## src/rtl/muldiv_pkg.sv

```systemverilog
// muldiv_pkg: shared state encoding, mode constants and default width for the mul/div sequencer.
package muldiv_pkg;
    typedef enum logic [2:0] {IDLE, LOAD, ITER, FIX, DONE} state_t;
    localparam logic MODE_MUL = 1'b0;
    localparam logic MODE_DIV = 1'b1;
    localparam int DEF_WIDTH = 32;
endpackage

```

## src/rtl/muldiv_seq_ctrl_if.sv

```systemverilog
// muldiv_seq_ctrl_if: request/acknowledge handshake and datapath control strobes of the mul/div sequencer.
interface muldiv_seq_ctrl_if #(
    parameter int WIDTH = muldiv_pkg::DEF_WIDTH
);
    localparam int CNT_W = $clog2(WIDTH);
    logic Run;
    logic Mode;
    logic Signed;
    logic Ack;
    logic load_en;
    logic step_en;
    logic [CNT_W-1:0] step_idx;
    logic fix_en;
    logic mode_q;
    logic signed_q;
    logic pre_finish;
    logic Ready;
    logic busy;
    modport master (
        output Run, Mode, Signed, Ack,
        input load_en, step_en, step_idx, fix_en, mode_q, signed_q, pre_finish, Ready, busy
    );
    modport slave (
        input Run, Mode, Signed, Ack,
        output load_en, step_en, step_idx, fix_en, mode_q, signed_q, pre_finish, Ready, busy
    );
endinterface

```

## src/rtl/muldiv_seq_ctrl_step_counter.sv

```systemverilog
// muldiv_step_counter: clearable step index that counts up to WIDTH-1 and holds there, flagging the last step.
module muldiv_step_counter #(
    parameter int WIDTH = 32,
    localparam int CNT_W = $clog2(WIDTH)
) (
    input  logic             clk,
    input  logic             clear,
    input  logic             en,
    output logic [CNT_W-1:0] cnt,
    output logic             last
);
    assign last = cnt == CNT_W'(WIDTH - 1);
    always_ff @(posedge clk)
        cnt <= clear ? '0 : (en && !last) ? cnt + 1'b1 : cnt;
endmodule

```

## src/rtl/muldiv_seq_ctrl.sv

```systemverilog
// muldiv_seq_ctrl: sequencer for an iterative multiply/divide datapath (load, WIDTH steps, optional sign fix-up).
// Define MULDIV_SIGN_FIXUP_EN to add the one-cycle sign-correction state after signed operations.
module muldiv_seq_ctrl
    import muldiv_pkg::*;
#(
    parameter int WIDTH = DEF_WIDTH
) (
    input logic              clk,
    input logic              Reset,
    muldiv_seq_ctrl_if.slave bus
);
`ifdef MULDIV_SIGN_FIXUP_EN
    localparam bit FIX_EN = 1'b1;
`else
    localparam bit FIX_EN = 1'b0;
`endif
    state_t state, nxt;
    logic start, last;
    assign start = (state == IDLE || state == DONE) && bus.Run;
    // Run wins over Ack in DONE so back-to-back operations need no idle cycle.
    always_comb begin
        nxt = state;
        case (state)
            IDLE:    nxt = bus.Run ? LOAD : IDLE;
            LOAD:    nxt = ITER;
            ITER:    nxt = !last ? ITER : (FIX_EN && bus.signed_q) ? FIX : DONE;
            FIX:     nxt = DONE;
            DONE:    nxt = bus.Run ? LOAD : bus.Ack ? IDLE : DONE;
            default: nxt = IDLE;
        endcase
    end
    always_ff @(posedge clk) begin
        if (Reset) begin
            state        <= IDLE;
            bus.load_en  <= 1'b0;
            bus.step_en  <= 1'b0;
            bus.fix_en   <= 1'b0;
            bus.Ready    <= 1'b0;
            bus.busy     <= 1'b0;
            bus.mode_q   <= 1'b0;
            bus.signed_q <= 1'b0;
        end else begin
            state        <= nxt;
            bus.load_en  <= nxt == LOAD;
            bus.step_en  <= nxt == ITER;
            bus.fix_en   <= FIX_EN && nxt == FIX;
            bus.Ready    <= nxt == DONE;
            bus.busy     <= nxt == LOAD || nxt == ITER || nxt == FIX;
            bus.mode_q   <= start ? bus.Mode : bus.mode_q;
            bus.signed_q <= start ? bus.Signed : bus.signed_q;
        end
    end
    muldiv_step_counter #(.WIDTH(WIDTH)) u_cnt (
        .clk  (clk),
        .clear(Reset || start),
        .en   (state == ITER),
        .cnt  (bus.step_idx),
        .last (last)
    );
    assign bus.pre_finish = bus.step_en && last;
endmodule

```

## src/flat_wrapper.sv

```systemverilog
// flat-port wrapper written by rule: the top's interface ports become plain ports
module muldiv_seq_ctrl_flat import muldiv_pkg::*;
#(
    parameter int WIDTH = DEF_WIDTH
)
  (clk, Reset, bus_Run, bus_Mode, bus_Signed, bus_Ack, bus_load_en, bus_step_en, bus_step_idx, bus_fix_en, bus_mode_q, bus_signed_q, bus_pre_finish, bus_Ready, bus_busy);
  muldiv_seq_ctrl_if #(.WIDTH(WIDTH)) bus_i ();
  input logic clk;
  input logic Reset;
  input wire logic [$bits(bus_i.Run)-1:0] bus_Run;
  input wire logic [$bits(bus_i.Mode)-1:0] bus_Mode;
  input wire logic [$bits(bus_i.Signed)-1:0] bus_Signed;
  input wire logic [$bits(bus_i.Ack)-1:0] bus_Ack;
  output wire logic [$bits(bus_i.load_en)-1:0] bus_load_en;
  output wire logic [$bits(bus_i.step_en)-1:0] bus_step_en;
  output wire logic [$bits(bus_i.step_idx)-1:0] bus_step_idx;
  output wire logic [$bits(bus_i.fix_en)-1:0] bus_fix_en;
  output wire logic [$bits(bus_i.mode_q)-1:0] bus_mode_q;
  output wire logic [$bits(bus_i.signed_q)-1:0] bus_signed_q;
  output wire logic [$bits(bus_i.pre_finish)-1:0] bus_pre_finish;
  output wire logic [$bits(bus_i.Ready)-1:0] bus_Ready;
  output wire logic [$bits(bus_i.busy)-1:0] bus_busy;
  assign bus_i.Run = bus_Run;
  assign bus_i.Mode = bus_Mode;
  assign bus_i.Signed = bus_Signed;
  assign bus_i.Ack = bus_Ack;
  assign bus_load_en = bus_i.load_en;
  assign bus_step_en = bus_i.step_en;
  assign bus_step_idx = bus_i.step_idx;
  assign bus_fix_en = bus_i.fix_en;
  assign bus_mode_q = bus_i.mode_q;
  assign bus_signed_q = bus_i.signed_q;
  assign bus_pre_finish = bus_i.pre_finish;
  assign bus_Ready = bus_i.Ready;
  assign bus_busy = bus_i.busy;
  muldiv_seq_ctrl #(.WIDTH(WIDTH)) u_core (.clk(clk), .Reset(Reset), .bus(bus_i));
endmodule
```

## config.mk

```make
export PLATFORM = sky130hd
export DESIGN_NAME = muldiv_seq_ctrl_flat
export DESIGN_NICKNAME = d
export VERILOG_FILES = /design/src/rtl/muldiv_pkg.sv /design/src/rtl/muldiv_seq_ctrl_if.sv /design/src/rtl/muldiv_seq_ctrl_step_counter.sv /design/src/rtl/muldiv_seq_ctrl.sv /design/src/flat_wrapper.sv
export SDC_FILE = /design/constraint.sdc
export NUM_CORES = 1
export LEC_CHECK = 0
export BUFFER_PORTS_ARGS = -buffer_cell sky130_fd_sc_hd__buf_2
export CORE_AREA = 2 2 39 41
export CTS_CLUSTER_SIZE = 30
export DETAILED_ROUTE_END_ITERATION = 10
export DIE_AREA = 0 0 41 43
export PLACE_DENSITY = 0.68
export SYNTH_ARGS = -nofsm -noshare
export SYNTH_HDL_FRONTEND = slang
export SYNTH_HIERARCHICAL = 1
export SYNTH_SLANG_ARGS = --single-unit
```

## constraint.sdc

```tcl
create_clock -name clk -period 2.2 [get_ports clk]
set_clock_uncertainty 0.1 [all_clocks]
set_input_delay 0.22 -clock clk [delete_from_list [all_inputs] [get_ports clk]]
set_output_delay 0.22 -clock clk [all_outputs]
set_load 0.01 [all_outputs]
```

==> run metrics <==
root buffer cell clkbuf_4; Startpoint Class flop; cell-internal power 0.000390 W; CTS tree built; Routed Antenna Nets 0; die area ~0.0018 mm2; antenna cell count 0; final core utilization 0.499; Max Slew Vio Count 0; synth cell count leaders dfxtp_1 (14), nor2_1 (7), a21oi_1 (3); Static Leak 0.329 nW; RSZ-0062 raised after global routing no; Core ar. 0.00138 mm2; post-synthesis sequential area ratio 0.503; Fmax achieved roughly 530 MHz; switching share of power 0.233; GPL Wtd Cong around 0.7; CP endpoint kind flop; first-pass GRT wire length approximately 1.7 mm; Worst path max stage delay ~0.40 ns; # rows 14; final setup vio count 0; Syn. warnings 6; proportion of layout cells with a drive suffix above 1 0.329; Crit Path Class flop to flop; fill cell count ~140; Vias/cell approximately 4.8; synthesized area around 560 um2; clk_lat worst skew approximately 0.28 ns; Combinational Power Share 0.100; EDFF count, synth 0; CTS H-tree depth 1; post-route design area a little under 700 um2; CP max FO 5; max cap viols 0; Inserted Clock Buffers 3; clock network fraction of total power 0.365; largest net degree at the start of global routing 9; Clock Path Buffers 2; Pre-Repair DR Iteration Count 3; Register-to-Register Path Depth 6; Max VDD drop 0.000417 V; HPWL Detailed 729 um; fin nets a little over 80; initial antenna violation count 0; switching power 0.000118 W; top-count cell post-synth dfxtp_1; worst path bufs/invs 0; crit path cell chain ha_1 -> and3_1 -> ha_1 -> or3b_1 -> a211oi_2 -> or2_2; relative slew slack 0.580; PD cells 736 mW/mm2; register area ~280 um2; clock slew at the register clock pins of the worst setup and hold paths 0.09 ns; Initial Util 0.402; Mean Syn Cell Area 10.5 um2; Area Growth Syn to Fin 24.0%; crit-path most repeated cell ha_1; First DRT Iteration DRCs 8; area used by multi-input combinational logic 265 um2; status finished clean; slowest CP cell or3b_1; Worst-Margin Slew 0.621 ns; Routed WL ~960 um; boundary pin count 19; vias between 400 and 500; Cells after Synth between 50 and 60; post-route minimum period between 1.5 and 2 ns; clock sinks 14; Residual DRC 0; Power, Total 0.000508 W; Yosys reg bits 14; Flop pwr share 0.535; post-CTS resize count 0; # hold bufs at CTS 0; CP Depth 6; # Post-CTS Setup Buffers 0; Die Ht 43 um; asr flop ratio synth 0; Synth area leaders dfxtp_1 (50%), nor2_1 (4.7%), ha_1 (4.5%); cell accounting for the most synthesized area dfxtp_1; vias in the first global route between 400 and 500; drt wl/cell 10.8 um; global route overflow 0; PortBufs 17; Critical Path RT around 2.3 ns; Distinct cells, synth 27; final hold vios 0; syn nets between 60 and 70; crit-path leading delay family simple AND/OR/NAND/NOR gates; area post-placement 654 um2; Hold Path Stages 2; Setup TNS 0 ns; Worst Hold Class input pin to flop; period utilization 0.855; Main synth FF type dfxtp_1; Die W just over 40 um; WP data arrival around 2 ns; GR Util All Layers 0.143; post-synth top area share 0.503
[power by group through the flow]
| stage | sequential (W) | combinational [W] | clock (W) |
|---|---|---|---|
| after floorplan | 0.000282 | 0.0000289 | 0 |
| after global placement | 0.000278 | 0.0000500 | 0 |
| after detailed placement | 0.000278 | 0.0000510 | 0 |
| after CTS | 0.000272 | 0.0000515 | 0.000192 |
| after global routing | 0.000274 | 0.0000573 | 0.000201 |
| final | 0.000272 | 0.0000507 | 0.000186 |
[path summary, 6_finish.rpt]
| path | from | to | slack, ns |
|---|---|---|---|
| min reg2reg | u_core/bus.mode_q$_SDFFE_PP0P_ | u_core/bus.mode_q$_SDFFE_PP0P_ | 0.39 |
| max | u_core/u_cnt/cnt[0]$_SDFFE_PP0P_ | u_core/bus.busy$_SDFF_PP0_ | 0.32 |
| min | bus_Signed | u_core/bus.signed_q$_SDFFE_PP0P_ | 0.04 |
| max reg2reg | u_core/u_cnt/cnt[0]$_SDFFE_PP0P_ | u_core/bus.busy$_SDFF_PP0_ | 0.32 |
[placed cells by master, fill, tap and decap left out]
cell type  count
xnor2_1        1
clkbuf_8       1
dfxtp_1       14
nor2b_4        1
nor2_1         7
or2_2          1
nand3b_1       1
or3b_1         1
inv_1          1
conb_1         1
buf_2         17
mux2_1         1
mux2i_1        2
ha_1           2
and2b_1        1
a21oi_1        3
clkbuf_4       3
and2_1         1
a211oi_1       1
a211oi_2       1
nand2b_1       1
and3_1         1
o21ai_0        1
a22o_1         2
nand4_1        1
nor2b_1        2
nand3_1        1
nor4b_1        2
xor2_1         1
[through the flow]
step	worst slack (ns)	instances	hold WS, ns
detailed placement	0.339	85	0.335
finish	0.320	89	0.0430
global placement	0.379	85	0.333
global route	0.187	89	0.0447
floorplan	0.388	53	0.188
CTS	0.296	89	0.0341
[registers in the layout, summed over array words and instances (netlist names)]
register and flops:
u_core/u_cnt/cnt 5, u_core/state 3, u_core/bus.Ready 1, u_core/bus.busy 1, u_core/bus.load_en 1, u_core/bus.mode_q 1, u_core/bus.signed_q 1, u_core/bus.step_en 1
[cell type report]
type                            count  area share
Sequential cell                    14       0.406
Clock buffer                        4      0.0525
Inverter                            1     0.00543
Multi-Input combinational cell     37       0.384
Tap cell                           16      0.0290
Timing Repair Buffer               17       0.123
[per-layer routing]
metal | track usage | wire length, um | vias to the layer above
met5 | 0 | 0 | -
met4 | 0.120 | 31 | 0
met3 | 0.0209 | 43 | 4
met2 | 0.191 | 448 | 12
met1 | 0.193 | 436 | 188
li1 | - | - | 225
[worst register-to-register path: cells and delay by family, from the launching register on]
family                   cells  cell delay, ns
AO/OA/AOI/OAI                1            0.20
flip-flops                   1            0.35
AND/OR/NAND/NOR              3            0.72
adder cells (fa/ha/maj)      2            0.46
[cells by family (layout without fill, tap and decap cells)]
group                    count (synthesis)  in the layout  synth area share
AO/OA/AOI/OAI                            8              8             0.103
XOR/XNOR                                 2              2            0.0315
adder cells (fa/ha/maj)                  2              2            0.0449
buffers and inverters                    2             22            0.0202
flip-flops                              14             14             0.503
multiplexers                             3              3            0.0562
other                                    1              1           0.00674
AND/OR/NAND/NOR                         21             21             0.234
(Power assumes the default switching activity.)
